### src/rtl/character_sprite_renderer.sv
// Character sprite renderer: latches the character's display id, position and facing
// once per frame, then turns pixel requests into sprite-ROM addresses and returns an
// opaque-hit flag plus colour three cycles later.
// Optional build macro: SPRITE_MIRROR_EN (horizontal mirroring for left-facing sprites).
module character_sprite_renderer #(
    parameter int SPRITE_W       = 32,
    parameter int SPRITE_H       = 32,
    parameter int NUM_SPRITES    = 7,
    parameter int COORD_WIDTH    = 10,
    parameter int COLOR_WIDTH    = 12,
    parameter logic [COLOR_WIDTH-1:0] TRANSPARENT_COLOR = COLOR_WIDTH'(12'hF0F),
    parameter int ROM_ADDR_WIDTH = $clog2(NUM_SPRITES * SPRITE_W * SPRITE_H)
) (
    input  logic                      sys_clk,
    input  logic                      sys_rst,
    input  logic                      character_clk,
    input  logic [2:0]                char_display_id,
    input  logic                      char_facing_left,
    input  logic [COORD_WIDTH-1:0]    char_x,
    input  logic [COORD_WIDTH-1:0]    char_y,
    input  logic                      pix_valid_in,
    input  logic [COORD_WIDTH-1:0]    pix_x,
    input  logic [COORD_WIDTH-1:0]    pix_y,
    output logic [ROM_ADDR_WIDTH-1:0] rom_addr,
    input  logic [COLOR_WIDTH-1:0]    rom_data,
    output logic                      pix_valid_out,
    output logic                      pix_hit,
    output logic [COLOR_WIDTH-1:0]    pix_color
);

    localparam int LX_W   = $clog2(SPRITE_W);
    localparam int LY_W   = $clog2(SPRITE_H);
    localparam int FULL_W = 3 + LX_W + LY_W;

    // Box limits are compared one bit wider so a sprite near the right/bottom edge
    // never wraps back to coordinate 0.
    localparam logic [COORD_WIDTH:0] SW_EXT        = (COORD_WIDTH + 1)'(SPRITE_W);
    localparam logic [COORD_WIDTH:0] SH_EXT        = (COORD_WIDTH + 1)'(SPRITE_H);
    localparam logic [3:0]           NUM_SPRITES_C = 4'(NUM_SPRITES);
    localparam logic [LX_W-1:0]      LX_MAX        = LX_W'(SPRITE_W - 1);

    typedef enum logic {StWaitFrame, StActive} state_t;

    state_t state_q, state_d;

    // Per-frame shadow copy of the character description
    logic [2:0]             id_q;
    logic [COORD_WIDTH-1:0] sx_q;
    logic [COORD_WIDTH-1:0] sy_q;
    logic                   facing_q;

    // Stage 1 combinational results
    logic            in_box_c;
    logic            id_ok_c;
    logic [LX_W-1:0] lx_c;
    logic [LX_W-1:0] lx_m;
    logic [LY_W-1:0] ly_c;

    // Pipeline registers
    logic            s1_valid, s1_live, s1_in_box, s1_id_ok;
    logic [2:0]      s1_id;
    logic [LX_W-1:0] s1_lx;
    logic [LY_W-1:0] s1_ly;
    logic            s2_valid, s2_hit;
    logic            s3_valid, s3_hit;

    logic [FULL_W-1:0] addr_full;
    logic              addr_ok;

    // Frame-state register
    always_ff @(posedge sys_clk or posedge sys_rst) begin
        if (sys_rst) state_q <= StWaitFrame;
        else         state_q <= state_d;
    end

    // Leave the waiting state on the first frame tick; stay active until reset
    always_comb begin
        state_d = state_q;
        if (state_q == StWaitFrame && character_clk) state_d = StActive;
    end

    // Shadow registers update only on the frame tick, so a frame never tears
    always_ff @(posedge sys_clk or posedge sys_rst) begin
        if (sys_rst) begin
            id_q     <= '0;
            sx_q     <= '0;
            sy_q     <= '0;
            facing_q <= 1'b0;
        end else if (character_clk) begin
            id_q     <= char_display_id;
            sx_q     <= char_x;
            sy_q     <= char_y;
            facing_q <= char_facing_left;
        end
    end

    // Box test and local sprite coordinates against the current shadow values
    always_comb begin
        in_box_c = ({1'b0, pix_x} >= {1'b0, sx_q}) && ({1'b0, pix_x} < ({1'b0, sx_q} + SW_EXT)) &&
                   ({1'b0, pix_y} >= {1'b0, sy_q}) && ({1'b0, pix_y} < ({1'b0, sy_q} + SH_EXT));
        // Only the low bits of the offset matter, so subtract just those
        lx_c     = pix_x[LX_W-1:0] - sx_q[LX_W-1:0];
        ly_c     = pix_y[LY_W-1:0] - sy_q[LY_W-1:0];
        id_ok_c  = {1'b0, id_q} < NUM_SPRITES_C;
    end

`ifdef SPRITE_MIRROR_EN
    assign lx_m = facing_q ? (LX_MAX - lx_c) : lx_c;
`else
    logic unused_facing;
    assign unused_facing = facing_q ^ (LX_MAX == '0);
    assign lx_m          = lx_c;
`endif

    // Stage 1: capture box test, local coordinates and the id used by this pixel
    always_ff @(posedge sys_clk or posedge sys_rst) begin
        if (sys_rst) begin
            s1_valid  <= 1'b0;
            s1_live   <= 1'b0;
            s1_in_box <= 1'b0;
            s1_id_ok  <= 1'b0;
            s1_id     <= '0;
            s1_lx     <= '0;
            s1_ly     <= '0;
        end else begin
            s1_valid  <= pix_valid_in;
            s1_live   <= (state_q == StActive);
            s1_in_box <= in_box_c;
            s1_id_ok  <= id_ok_c;
            s1_id     <= id_q;
            s1_lx     <= lx_m;
            s1_ly     <= ly_c;
        end
    end

    // Sprite sizes are powers of two, so id*W*H + ly*W + lx is a plain concatenation
    assign addr_full = {s1_id, s1_ly, s1_lx};
    assign addr_ok   = s1_in_box && s1_id_ok;

    // Stage 2: ROM address (held on misses) and the pending hit flag
    always_ff @(posedge sys_clk or posedge sys_rst) begin
        if (sys_rst) begin
            rom_addr <= '0;
            s2_valid <= 1'b0;
            s2_hit   <= 1'b0;
        end else begin
            if (addr_ok) rom_addr <= ROM_ADDR_WIDTH'(addr_full);
            s2_valid <= s1_valid;
            s2_hit   <= s1_valid && s1_live && addr_ok;
        end
    end

    // Stage 3: align flags with the ROM's one-cycle read latency
    always_ff @(posedge sys_clk or posedge sys_rst) begin
        if (sys_rst) begin
            s3_valid <= 1'b0;
            s3_hit   <= 1'b0;
        end else begin
            s3_valid <= s2_valid;
            s3_hit   <= s2_hit;
        end
    end

    // Output: transparent ROM texels never count as a hit; colour is zero on a miss
    always_comb begin
        pix_valid_out = s3_valid;
        pix_hit       = s3_hit && (rom_data != TRANSPARENT_COLOR);
        pix_color     = pix_hit ? rom_data : '0;
    end

endmodule

### config.mk
export PLATFORM = sky130hd
export DESIGN_NAME = character_sprite_renderer
export DESIGN_NICKNAME = d
export VERILOG_FILES = /design/src/rtl/character_sprite_renderer.sv
export SDC_FILE = /design/constraint.sdc
export NUM_CORES = 1
export LEC_CHECK = 0
export CORE_AREA = 3 3 88 90
export DETAILED_ROUTE_END_ITERATION = 8
export DIE_AREA = 0 0 91 93
export HOLD_SLACK_MARGIN = 0.05
export MAX_ROUTING_LAYER = met4
export PLACE_DENSITY = 0.72
export REMOVE_ABC_BUFFERS = 1
export SLEW_MARGIN = 10
export SYNTH_ARGS = -nofsm -noshare
export SYNTH_HDL_FRONTEND = slang
export SYNTH_SLANG_ARGS = --single-unit
### constraint.sdc
create_clock -name sys_clk -period 1.88 [get_ports sys_clk]
set_input_delay 0.376 -clock sys_clk [delete_from_list [all_inputs] [get_ports sys_clk]]
set_output_delay 0.376 -clock sys_clk [all_outputs]
set_load 0.01 [all_outputs]
==> summary by stage, run 1 <==
Synthesis
The number of warning messages in the yosys log is 0. In this run the cell area of the synthesized design comes to approximately 3000 sq um. Of the synthesized area, sequential elements account for 48.6%. The mean area per synthesized cell is 10.9 sq um.

The number of synthesized register bits is 58. Synthesis handed over a netlist of 273 instances. Synthesis instantiated 35 different standard cells from the library.

Critical path
STA puts the critical path data arrival time at 2.07 ns. The worst flop-to-flop path endpoint is s1_in_box$_DFF_PP0_. The endpoint type of the worst setup path is a flip-flop.

In this run the critical register-to-register path is launched from sy_q[7]$_DFFE_PP0P_. The largest fanout on the critical path is 3. By startpoint and endpoint, the worst setup path is classified as reg -> reg. For the worst setup path, the data required time is 2.11 ns. The number of cells on the worst reg-to-reg path is 8. For flop-to-flop paths, the worst setup slack is 0.04 ns.

STA classifies the critical path startpoint as a flip-flop.

Job
The count of maximum capacitance violations is 0.

Timing
Setup repair after global routing could not meet its margin everywhere. The worst slew slack as a fraction of its limit is between 70% and 80%. Timing would allow up to about 0.54 GHz. The transition time at the pin with the least slew margin is 0.392 ns. The max-slew violation total from the final report came to 0. The worst path uses 97.8% of the clock period. The clock period minus worst slack is roughly 1.8 ns.

The hold violation total from the final report is 0. The total negative setup slack is 0 ns. The worst path setup slack after routing is 0.0417 ns. The worst clock skew is a little over 0.008 ns.

Setup violations remaining at the end of the flow were counted as 0. The worst-case hold slack is approximately 0.34 ns.

Clock network
The number of buffers created by CTS is 9. The later pin in the worst-skew pair is clocked with a latency of about 0.33 ns. The deepest level of the CTS H-tree is 3. The number of sinks handled by clock tree synthesis is 58. The clock passes through at most 2 buffers. The clock tree from TritonCTS is done.

The clock transition at the registers of the reported paths is 0.07 ns. The cell chosen for the clock root is sky130_fd_sc_hd__clkbuf_8.

Place
The estimated wirelength of the detail-placed design is 4820 um. In this run the tool buffered the top-level ports with 85 buffer cells. Routability-driven placement finished with a final weighted congestion of 0.828.

Before CTS, the worst setup slack after placement is -0.570 ns. The area after detailed placement is 4160 sq um. The number of placed instances, taps included, is 478.

Die
The floorplan step defined a die boundary enclosing around 8500 sq um. The vertical die dimension is 93 um. The top-level port count is 87. From left edge to right edge, the die measures ~91 um. In this run the core area contains 31 standard-cell rows. The core footprint is 7140 sq um. The starting density of the core is a little over two fifths.

Power and ir drop
The cell leakage power is 2.08 nW. Of the total power, the share spent switching nets is 27.3%. The overall power of the completed layout is 4.10 mW.

In this run the power spent charging and discharging nets is 1.12 mW. VDD sags by at most around 430 uV. Of the total power, registers draw 39.4%. In this run the power density over the cells is 937 nW/um^2.

The clock group share of total power is 31.2%. The internal portion of the total power is between 2 and 3 mW. Combinational logic is responsible for 29.3% of the overall power.

Worst hold path
In this run the worst hold path is classified as in -> async.

Final layout
The library cell used most frequently in the layout, excluding fill and tap cells, is sky130_fd_sc_hd__clkdlybuf4s50_1. After filler insertion, the fill cell instance count of the layout stands at roughly 640. The number of antenna diodes in the final layout is 0. The share of the core filled with cells in the final layout is roughly 60%.

Cells with a size suffix above 1 make up between 20 and 25% of the layout. Summing all non-filler instances in the final layout gives an area of 4380 sq um. In the layout the commonest cells are 59 x sky130_fd_sc_hd__clkdlybuf4s50_1, 58 x sky130_fd_sc_hd__dfrtp_1, 30 x sky130_fd_sc_hd__inv_1, 30 x sky130_fd_sc_hd__ha_1, 28 x sky130_fd_sc_hd__buf_4. The final instance count without filler cells is between 400 and 500. In the final design database the tool counted 488 nets. Compared with the post-synthesis result, the final layout area differs by 46.7%.

GRT
The total congestion overflow after global routing is 0. The number of antenna violations at the first check in global routing is 0. The pin count of the biggest net entering global routing is between 40 and 50. The first-pass GRT wire length is 10900 um. The overall fraction of global-route tracks in use is between 10% and 20%. The number of global-route vias before repair was approximately 2400.

Route
In the final routed layout, each cell accounts on average for 12.6 um. Once detail routing completed, the nets flagged for antenna violations numbered 0. The detailed-route DRC error count is 0. The number of violations reported at the end of detailed-routing iteration 0 is 43.

Summed over all layers, the routed wires come to 6260 um. The number of detailed-route iterations in the first pass is 4. The detailed router placed 2401 vias in this run. Dividing the detail-routed via count by the number of cells gives 4.82.

Outcome
The flow ran to the end, and the final reports show no timing, DRC or antenna violations.
## cell usage after synthesis
cell | number | area [sq um]
sky130_fd_sc_hd__and3_1 | 2 | 12.5
sky130_fd_sc_hd__a41oi_1 | 2 | 17.5
sky130_fd_sc_hd__nand4b_1 | 2 | 17.5
sky130_fd_sc_hd__xor2_1 | 3 | 26.3
sky130_fd_sc_hd__and2_1 | 12 | 75.1
sky130_fd_sc_hd__o31a_1 | 1 | 8.76
sky130_fd_sc_hd__o2111ai_1 | 2 | 17.5
sky130_fd_sc_hd__inv_1 | 31 | 116
sky130_fd_sc_hd__a311oi_1 | 1 | 8.76
sky130_fd_sc_hd__fa_1 | 2 | 40.0
sky130_fd_sc_hd__and4_1 | 1 | 8.76
sky130_fd_sc_hd__nand4_1 | 2 | 12.5
sky130_fd_sc_hd__nand3_1 | 5 | 25.0
sky130_fd_sc_hd__nand3b_1 | 2 | 15.0
sky130_fd_sc_hd__nor3b_1 | 1 | 7.51
sky130_fd_sc_hd__nand4bb_1 | 1 | 11.3
sky130_fd_sc_hd__xnor2_1 | 9 | 78.8
sky130_fd_sc_hd__a32oi_1 | 1 | 8.76
sky130_fd_sc_hd__nand2_1 | 24 | 90.1
sky130_fd_sc_hd__a21o_1 | 7 | 52.6
sky130_fd_sc_hd__ha_1 | 32 | 400
sky130_fd_sc_hd__clkbuf_1 | 5 | 18.8
sky130_fd_sc_hd__a221o_1 | 1 | 10.0
sky130_fd_sc_hd__o22a_1 | 1 | 8.76
sky130_fd_sc_hd__mux2_2 | 18 | 203
sky130_fd_sc_hd__a31oi_1 | 1 | 6.26
sky130_fd_sc_hd__or2_2 | 1 | 6.26
sky130_fd_sc_hd__dfrtp_1 | 58 | 1450
sky130_fd_sc_hd__a21bo_1 | 1 | 10.0
sky130_fd_sc_hd__buf_2 | 1 | 5.00
sky130_fd_sc_hd__nor2_1 | 5 | 18.8
sky130_fd_sc_hd__nor4_1 | 1 | 6.26
sky130_fd_sc_hd__o21ai_0 | 22 | 110
sky130_fd_sc_hd__a211o_1 | 1 | 8.76
sky130_fd_sc_hd__a21oi_1 | 14 | 70.1
## what timing repair did
item,in CTS,in global routing
hold buffers,0,0
endpoints found under the setup margin,12,7
resized for setup,56,18
buffers inserted,3,1
endpoints found under the hold margin,0,0
cloned,1,0
pin swaps,12,8
## cell type report
cell class	count	area, sq um	share of cell area, %
flip-flops and latches	58	1450	33.2
multi-input cells	179	1430	32.7
repair buffers	115	1030	23.5
clock buffers	9	124	2.83
well taps	99	124	2.83
inverters	31	116	2.66
clock inverters	7	101	2.31
## routing by layer
metal | GRT usage [%] | wire [um]
met4 | 5.65 | 70
met2 | 27.5 | 3120
met1 | 18.8 | 2610
met3 | 5.23 | 458
met5 | - | 0
## worst max-delay path, cell delays in order, from the launching register on
cell and delay [ns]:
sky130_fd_sc_hd__dfrtp_1 0.40, sky130_fd_sc_hd__and3_4 0.20, sky130_fd_sc_hd__xnor2_1 0.12, sky130_fd_sc_hd__ha_1 0.29, sky130_fd_sc_hd__a21o_1 0.16, sky130_fd_sc_hd__a21o_1 0.17
sky130_fd_sc_hd__a21oi_1 0.13, sky130_fd_sc_hd__o21ai_1 0.08, sky130_fd_sc_hd__nor4_1 0.17
## flip-flops by register name, indices dropped and copies added, names as in the netlist
| signal | cells |
|---|---|
| s1_valid | 1 |
| s2_valid | 1 |
| rom_addr | 13 |
| s3_hit | 1 |
| state_q | 1 |
| s1_live | 1 |
| id_q | 3 |
| sy_q | 10 |
| s1_id | 3 |
| s1_lx | 5 |
| s1_ly | 5 |
| sx_q | 10 |
| pix_valid_out | 1 |
| s2_hit | 1 |
| s1_id_ok | 1 |
| s1_in_box | 1 |
## logic make-up after synthesis
kind of cell               count (synthesis)  share of synthesized area [%]
and+or+nand+nor                           59                           10.3
DFF                                       58                           48.6
AOI/OAI and AO/OA                         55                           11.3
buffers and inverters                     37                           4.70
adders and majority gates                 34                           14.8
muxes                                     18                           6.79
xor gates and xnor gates                  12                           3.52
## worst max path at each step
stage,start,endpoint
floorplan,sys_rst,id_q[0]$_DFFE_PP0P_
global placement,rom_data[5],pix_color[0]
detailed placement,rom_data[5],pix_color[1]
CTS,sy_q[5]$_DFFE_PP0P_,s1_in_box$_DFF_PP0_
global route,sx_q[5]$_DFFE_PP0P_,s1_in_box$_DFF_PP0_
finish,sy_q[7]$_DFFE_PP0P_,s1_in_box$_DFF_PP0_
## power by group through the flow
stage / registers [mW] / logic (mW) / clock network (mW)
2_1_floorplan: 1.69 / 0.498 / 0
3_3_place_gp: 1.63 / 1.18 / 0
3_5_place_dp: 1.64 / 1.21 / 0
4_1_cts: 1.62 / 1.22 / 1.32
5_1_grt: 1.65 / 1.34 / 1.37
6_report: 1.62 / 1.20 / 1.28
No activity file was read; power rests on OpenSTA's default activity.
==> run 2: changes to the inputs <==
Settings changed: CORE_AREA 3 3 88 90 to 3 3 87 89, CTS_BUF_LIST set to sky130_fd_sc_hd__clkbuf_4, DIE_AREA 0 0 91 93 to 0 0 90 92, PLACE_DENSITY 0.72 to 0.73.
==> run 2 against run 1 <==
  * Maximum frequency decreased by 1.7%
  * Flip-flop and latch count did not move
  * Count of clock-buffer cells in the layout is the same
  * Worst setup slack got worse by 0.032 ns
  * Register-to-register slack hardly changed
  * Critical path depth grew 1
  * Via count rose by 0.21%
  * Highest routed layer unchanged
==> summary by stage, run 2 (synthesis results as in run 1) <==
Timing
For the pin with the worst max-slew slack, the measured transition is 0.310 ns. For the finished layout, the period the worst path requires is 1.87 ns. Hold timing on the final database bottoms out at a slack of 0.342 ns. The highest clock rate is between 0.5 and 0.6 GHz. The clock arrives with 0.0137 ns of skew.

The total negative setup slack is 0 ns. The portion of the clock cycle consumed by the worst path in the final layout is 99.5%. Setup violations remaining at the end of the flow were counted as 0.

The worst slew slack as a fraction of its limit is 79.3%. The worst path setup slack after routing is 0.00937 ns. The hold violation total from the final report was 0.

Setup repair after global routing could not meet its margin everywhere. The max-slew violation total from the final report came to 0.

Clock network
After clock tree synthesis, the clock-pin slew on the worst setup and hold paths is 0.10 ns. The clock drives 58 sinks. The clock tree synthesis step divided the H-tree into 3 levels.

TritonCTS built the clock tree. The clock latency on the worst-skew pair is 0.39 ns. The maximum clock path buffer count is 2. The number of buffers created by CTS is 9. In this run the clock root is driven by a sky130_fd_sc_hd__clkbuf_4.

Critical path
Walking the worst path, the cells encountered are clkdlybuf4s50_1 -> inv_1 -> ha_1 -> fa_2 -> a21bo_1 -> a21o_1 -> a211o_1 -> a31oi_1 -> nor4_1. In this run the critical register-to-register path is captured at s1_in_box$_DFF_PP0_. STA classifies the critical path startpoint as an input port. Data on the critical path is required at its endpoint by 2.18 ns. Broken down by cell family, the worst path's largest delay share belongs to adder cells. The endpoint type of the worst setup path is a flip-flop. The standard cell with the maximum stage delay on the critical path is sky130_fd_sc_hd__clkdlybuf4s50_1. In this run the critical register-to-register path is launched from sx_q[5]$_DFFE_PP0P_. For the worst flop-to-flop path, the logic depth is 7. For the worst setup path, the data arrival time is 2.17 ns. The class of the most critical setup path is in -> reg. The critical path contains buffers and inverters numbering 2 combined. The path length in cells of the critical path is 9. In this run the register-to-register setup slack is around 0.040 ns.

In this run the worst path has a maximum fanout of 2. The largest single stage delay on the critical path is 0.45 ns.

Route
The average wire length per cell after detail routing is 13.0 um. After detailed routing, the number of vias per cell comes to 4.85. The via count of the routed design is 2406. The routed wire length is 6460 um. The number of violations reported at the end of detailed-routing iteration 0 is 68. For this run, the detailed router's first-pass iteration total came to 4. In this run the remaining antenna-violating nets after routing total 0.

The detailed-route DRC error count is 0.

Job
Max-cap violations in this run came to 0.

Final layout
The register with the most flip-flops in the final layout is rom_addr. The multi-input logic area is 1430 sq um. The final instance count without filler cells is roughly 500. The fraction of layout cells with a size suffix above 1 is 23.3%. The count of antenna diodes in the layout is 0.

The largest registers in the layout are rom_addr: 13 flops, sx_q: 10 flops, sy_q: 10 flops. In the final layout, flip-flops and latches occupy 1450 sq um. The number of flip-flops in the largest register is 13. The share of the core filled with cells in the final layout is 62.4%. The most common library cell in the layout ignoring fill and taps is sky130_fd_sc_hd__clkdlybuf4s50_1. The final net count is 490.

The layout overhead on the synthesized area is 42.8%. Summing all non-filler instances in the final layout gives an area of approximately 4300 sq um. Leaving out fill and tap cells, the most frequent cells in the layout are 60 x sky130_fd_sc_hd__clkdlybuf4s50_1, 58 x sky130_fd_sc_hd__dfrtp_1, 31 x sky130_fd_sc_hd__ha_1. Fill cells in the final layout number 605.

Die
The top-level port count is 87. The die covers slightly above 8000 sq um. The initial utilization of the core area, before any placement, comes to 43.7%. The core footprint is between 6000 and 7000 sq um. The number of rows created at floorplan is 30.

The floorplan step set the die height to 92 um. The floorplan die width is ~90 um.

Place
At the placement stage, the worst setup path has a slack of -0.523 ns. During placement, the flow inserted port buffers numbering 85. Once placement completed, the tool counted placed cells totaling 473. The weighted congestion reported at the end of routability-driven placement is between 0.8 and 0.9.

The estimated wirelength of the detail-placed design is slightly below 5000 um. The area after detailed placement is 4140 sq um.

Worst hold path
The min-delay analysis places its worst path in the category in -> async.

GRT
The number of global-route vias before repair is 2447. Summed over all layers, the global routing overflow is 0. The number of antenna violations at the first check in global routing is 0. The pin count of the biggest net entering global routing is 59. Global routing used 16.9% of the available tracks. The first-pass GRT wire length is approximately 11000 um.

Outcome
The flow ran to the end, and the final reports show no timing, DRC or antenna violations.

Power and ir drop
The power density relative to cell area is 829 nW/um^2. The worst IR drop on VDD is 362 uV. In this run the static leakage power is 2.05 nW. Power comes to around 3.5 mW.
-- run 2: changes by cell type in the layout (fill, tap and decap cells not counted), sizes merged --
cell	before	now
clkdlybuf4s15	6	2
clkdlybuf4s50	59	60
bufinv	2	0
clkinv	2	4
dlygate4sd2	6	5
clkbuf	17	20
buf	36	39
inv	32	31
-- run 2: worst max path at each step --
stage | start | endpoint | slack (ns)
2_1_floorplan | sys_rst | id_q[0]$_DFFE_PP0P_ | 0.08
5_1_grt | sx_q[5]$_DFFE_PP0P_ | s1_in_box$_DFF_PP0_ | -0.14
3_3_place_gp | rom_data[6] | pix_color[3] | -0.48
4_1_cts | rom_data[4] | pix_color[1] | 0.00003
3_5_place_dp | rom_data[6] | pix_color[10] | -0.52
6_report | pix_y[0] | s1_in_box$_DFF_PP0_ | 0.009
-- run 2: power by group --
part,internal [mW],switching [mW]
clock network,0.254,0.458
logic,0.726,0.477
registers,1.50,0.117
-- run 2: worst min-delay path, delay by kind of cell --
kind                   cells  cell delay, ns
buffers and inverters      3            0.75
-- run 2: area by class of cell --
cell class              instances  area share (%)
clock buffers                   9            1.59
clock inverters                 6           0.822
well taps                      96            2.82
repair buffers                117            24.5
inverters                      31            2.73
flip-flops and latches         58            34.1
multi-input cells             179            33.5
-- run 2: layer usage --
metal / share of wire, % / track usage (%) / routed length, um / up-vias
met2: 50 / 28.7 / 3220 / 83
met4: 2.3 / 7.14 / 151 / 0
li1: - / - / - / 1191
met1: 42 / 19.2 / 2720 / 1121
met5: 0 / - / 0 / -
met3: 5.8 / 3.94 / 372 / 11
-- run 2: repair_timing --
| action | 4_1_cts | 5_1_grt |
|---|---|---|
| cloned | 1 | 0 |
| resized for setup | 59 | 24 |
| endpoints found under the setup margin | 12 | 10 |
| pin swaps | 7 | 5 |
| hold buffers | 0 | 0 |
| setup buffers | 7 | 0 |
==> run 3: changes to the inputs <==
Clock period 1.88 ns to 1.59 ns, I/O delays scaled along.
==> run 3 against run 2 <==
  * The run now ends with setup timing left
  * Wire length is 2.6% higher
  * Register-to-register slack worse by 0.27 ns
  * Critical path depth fell by 1
  * Cell area increased by 5.0%
  * Flip-flop and latch count unchanged
  * Clock power rose by 64%
  * Core utilization grew 3.1 points
  * Non-clock buffer count grew 16
  * Clock skew is 0.0011 ns higher
  * Largest cell class is now multi-input combinational cells
  * Largest power group unchanged
==> summary by stage, run 3 (synthesis results as in run 1) <==
GRT
The pin count of the biggest net entering global routing is 59. The number of global-route vias before repair came to around 2600. The number of antenna violations at the first check in global routing is 0. The first-pass GRT wire length is 11300 um.

The total congestion overflow after global routing is 0. The overall fraction of global-route tracks in use is 17.6%.

Power and ir drop
Of the total power, registers draw around 43%. Power spread over the standard cell area amounts to 996 nW/um^2. The clock group share of total power is roughly a quarter. Across the VDD grid, the largest voltage drop is between 400 and 500 uV. For this design the static power due to leakage is ~2.2 nW.

The internal portion of the total power is 3.19 mW. Combinational logic burns 31.1% of the power. The power spent charging and discharging nets is 1.26 mW. Of the total power, the share spent switching nets is about 28%.

Final layout
After filler insertion, the fill cell instance count of the layout stands at 538. The final net count is 506. The largest registers in the layout are rom_addr: 13 flops, sx_q: 10 flops, sy_q: 10 flops.

The layout overhead on the synthesized area is 49.9%. The repair_antennas step left the layout with diodes totalling 0. Cells with a size suffix above 1 make up 29.5% of the layout.

The library cell used most frequently in the layout, excluding fill and tap cells, is sky130_fd_sc_hd__dfrtp_1. The library cells used most frequently in the layout, excluding fill and tap cells, are 58 x sky130_fd_sc_hd__dfrtp_1, 46 x sky130_fd_sc_hd__clkdlybuf4s50_1, 43 x sky130_fd_sc_hd__buf_4. The register with the most flip-flops in the layout has 13 of them.

More flip-flops sit in one register than any other, and that register is rom_addr.

Route
The first TritonRoute pass finished after 4 iterations. The via count of the routed design is 2444. For this run, design rule violations remaining after detail routing come to 0. Routed signal wires occupy layers up through met4. After detailed routing, the met3 layer carries 379 um of wire.

After detailed routing, the wire length on met1 is 2760 um. Using the TritonRoute via totals, the vias-per-cell ratio works out to 4.76. The remaining antenna violation count is 0. After detailed routing, the average wire length per cell comes to 12.9 um. The number of violations reported at the end of detailed-routing iteration 0 is 49. The routed wire length is around 6600 um. Wire segments on met2 add up to 3400 um in the final route.

Clock network
The clock passes through at most 2 buffers. The deepest level of the CTS H-tree is 3. The number of sinks handled by clock tree synthesis is slightly below 60.

The clock latency on the worst-skew pair is 0.41 ns. The cell chosen for the clock root is sky130_fd_sc_hd__clkbuf_4. TritonCTS built the clock tree. The number of buffers created by CTS is 9.

Clock-pin slew was measured on the worst setup and hold paths at 0.11 ns. After clock tree synthesis, the flow added hold-fix buffers numbering 0.

Critical path
The critical path crosses 8 cells after its start point. The worst setup path endpoint is s1_in_box$_DFF_PP0_. The worst path buffer plus inverter count is 0. The worst setup path is launched from a flip-flop.

The start point of the critical path is sy_q[6]$_DFFE_PP0P_. In this run the critical register-to-register path is captured at s1_in_box$_DFF_PP0_. The worst reg2reg path depth is 8. The family with the most delay on the worst path is compound AO/OA/AOI/OAI gates. Walking the worst path, the cells encountered are and3_4 -> xnor2_1 -> ha_1 -> a21o_1 -> a21o_1 -> a21oi_1 -> o21ai_1 -> nor4_1. For this run, the slowest stage of the critical path takes 0.41 ns. The most frequent cell on the critical path is sky130_fd_sc_hd__a21o_1. The endpoint type of the worst setup path is a flip-flop. The slowest stage of the critical path is the sky130_fd_sc_hd__dfrtp_1 cell. The arrival time of data at the critical path endpoint is 2.13 ns. The largest fanout on the critical path is 3. The startpoint identified for the worst register-to-register timing path is sy_q[6]$_DFFE_PP0P_. The endpoint required time on the critical path is about 1.9 ns. Setup slack on the worst reg-to-reg path comes out at -0.23 ns. The class of the most critical setup path is reg -> reg.

Timing
The clock period minus worst slack is 1.82 ns. For the pin with the worst max-slew slack, the measured transition is 0.318 ns. The worst slew slack as a fraction of its limit is between 70 and 80%. The worst-case hold slack is 0.265 ns. The hold violation total from the final report is 0.

Setup repair after global routing could not meet its margin everywhere. Once routing completed, OpenROAD measured the worst setup slack at -0.229 ns. The max-slew violation total from the final report is 0. The portion of the clock cycle consumed by the worst path in the final layout is 114%.

Timing would allow up to 0.550 GHz. For the final routed database, the setup TNS stands at -0.766 ns. Setup violations remaining at the end of the flow were counted as 9. The worst clock skew is 0.0148 ns.

Die
After floorplanning, the core was divided into 30 placement rows. For this configuration, the core starts out at a cell density of a little over two fifths. The core footprint is 6830 sq um. The top-level port count is slightly below 90.

The floorplan step set the die width to approximately 90 um. The vertical die dimension is around 90 um. The die covers ~8300 sq um.

Outcome
The final reports fail on setup timing. The flow ran to the end, but the final reports show violations.

Place
The HPWL after detailed placement is 5020 um. The count of input and output buffers is 85. At the end of routability-driven placement, the weighted congestion stood at about 0.85.

Job
Max-cap violations in this run came to 0.

Worst hold path
The class of the worst hold path is in -> async.
[run 3: changes by cell type in the layout (fill, tap and decap cells not counted), moves of 3 or more]
cell	before	now
sky130_fd_sc_hd__buf_2	3	16
sky130_fd_sc_hd__buf_4	30	43
sky130_fd_sc_hd__buf_6	4	10
sky130_fd_sc_hd__clkbuf_2	11	0
sky130_fd_sc_hd__clkdlybuf4s50_1	60	46
sky130_fd_sc_hd__clkinv_1	0	3
sky130_fd_sc_hd__clkinv_2	4	1
sky130_fd_sc_hd__dlygate4sd2_1	5	14
sky130_fd_sc_hd__ha_1	31	28
sky130_fd_sc_hd__ha_2	1	4
[run 3: how the worst min path moves through the flow]
stage,startpoint,endpoint,slack (ns),cells after the start
after floorplan,s2_valid$_DFF_PP0_,pix_valid_out$_DFF_PP0_,0.33,0
after global placement,s2_valid$_DFF_PP0_,pix_valid_out$_DFF_PP0_,0.33,0
after detailed placement,s2_valid$_DFF_PP0_,pix_valid_out$_DFF_PP0_,0.34,0
after CTS,sys_rst,sy_q[8]$_DFFE_PP0P_,0.27,3
after global routing,sys_rst,sy_q[2]$_DFFE_PP0P_,0.29,3
final,sys_rst,sy_q[8]$_DFFE_PP0P_,0.27,3
[run 3: routing by layer]
layer,track usage [%],vias to the layer above
li1,-,1228
met5,-,-
met1,18.7,1132
met3,5.00,9
met4,7.02,0
met2,30.9,75
[run 3: area by class of cell]
type,count,area (sq um),share of cell area (%)
multi-input cells,179,1470,32.8
flip-flops and latches,58,1450,32.4
repair buffers,133,1170,26.1
well taps,96,120,2.68
inverters,31,116,2.60
clock inverters,7,83.8,1.87
clock buffers,9,67.6,1.51
[run 3: worst min-delay path: cells and delay by family]
family | cells | cell delay (ns)
buffers and inverters | 3 | 0.76
[run 3: timing repair]
action                                  4_1_cts  5_1_grt
pin swaps                                    13        7
endpoints found under the setup margin       30       12
buffers inserted                              4        0
gates resized for setup                     122       15
gates cloned                                  1        0
[run 3: through the flow]
step / cells / power (mW) / area, sq um / setup WS, ns / util, %
2_1_floorplan: 267 / 2.59 / 2960 / -0.156 / -
3_3_place_gp: 492 / 3.38 / 4300 / -0.701 / 62.9
3_5_place_dp: 492 / 3.44 / 4300 / -0.697 / 62.9
4_1_cts: 513 / 4.50 / 4420 / -0.250 / 64.7
5_1_grt: 513 / 4.75 / 4470 / -0.396 / 65.5
6_report: 513 / 4.46 / 4470 / -0.229 / 65.5
[run 3: power groups by stage]
stage / Clock (mW) / Combinational [mW] / Sequential [mW]
4_1_cts: 1.21 / 1.39 / 1.90
2_1_floorplan: 0 / 0.588 / 2.00
5_1_grt: 1.28 / 1.53 / 1.94
6_report: 1.17 / 1.39 / 1.90
3_5_place_dp: 0 / 1.50 / 1.94
3_3_place_gp: 0 / 1.45 / 1.93
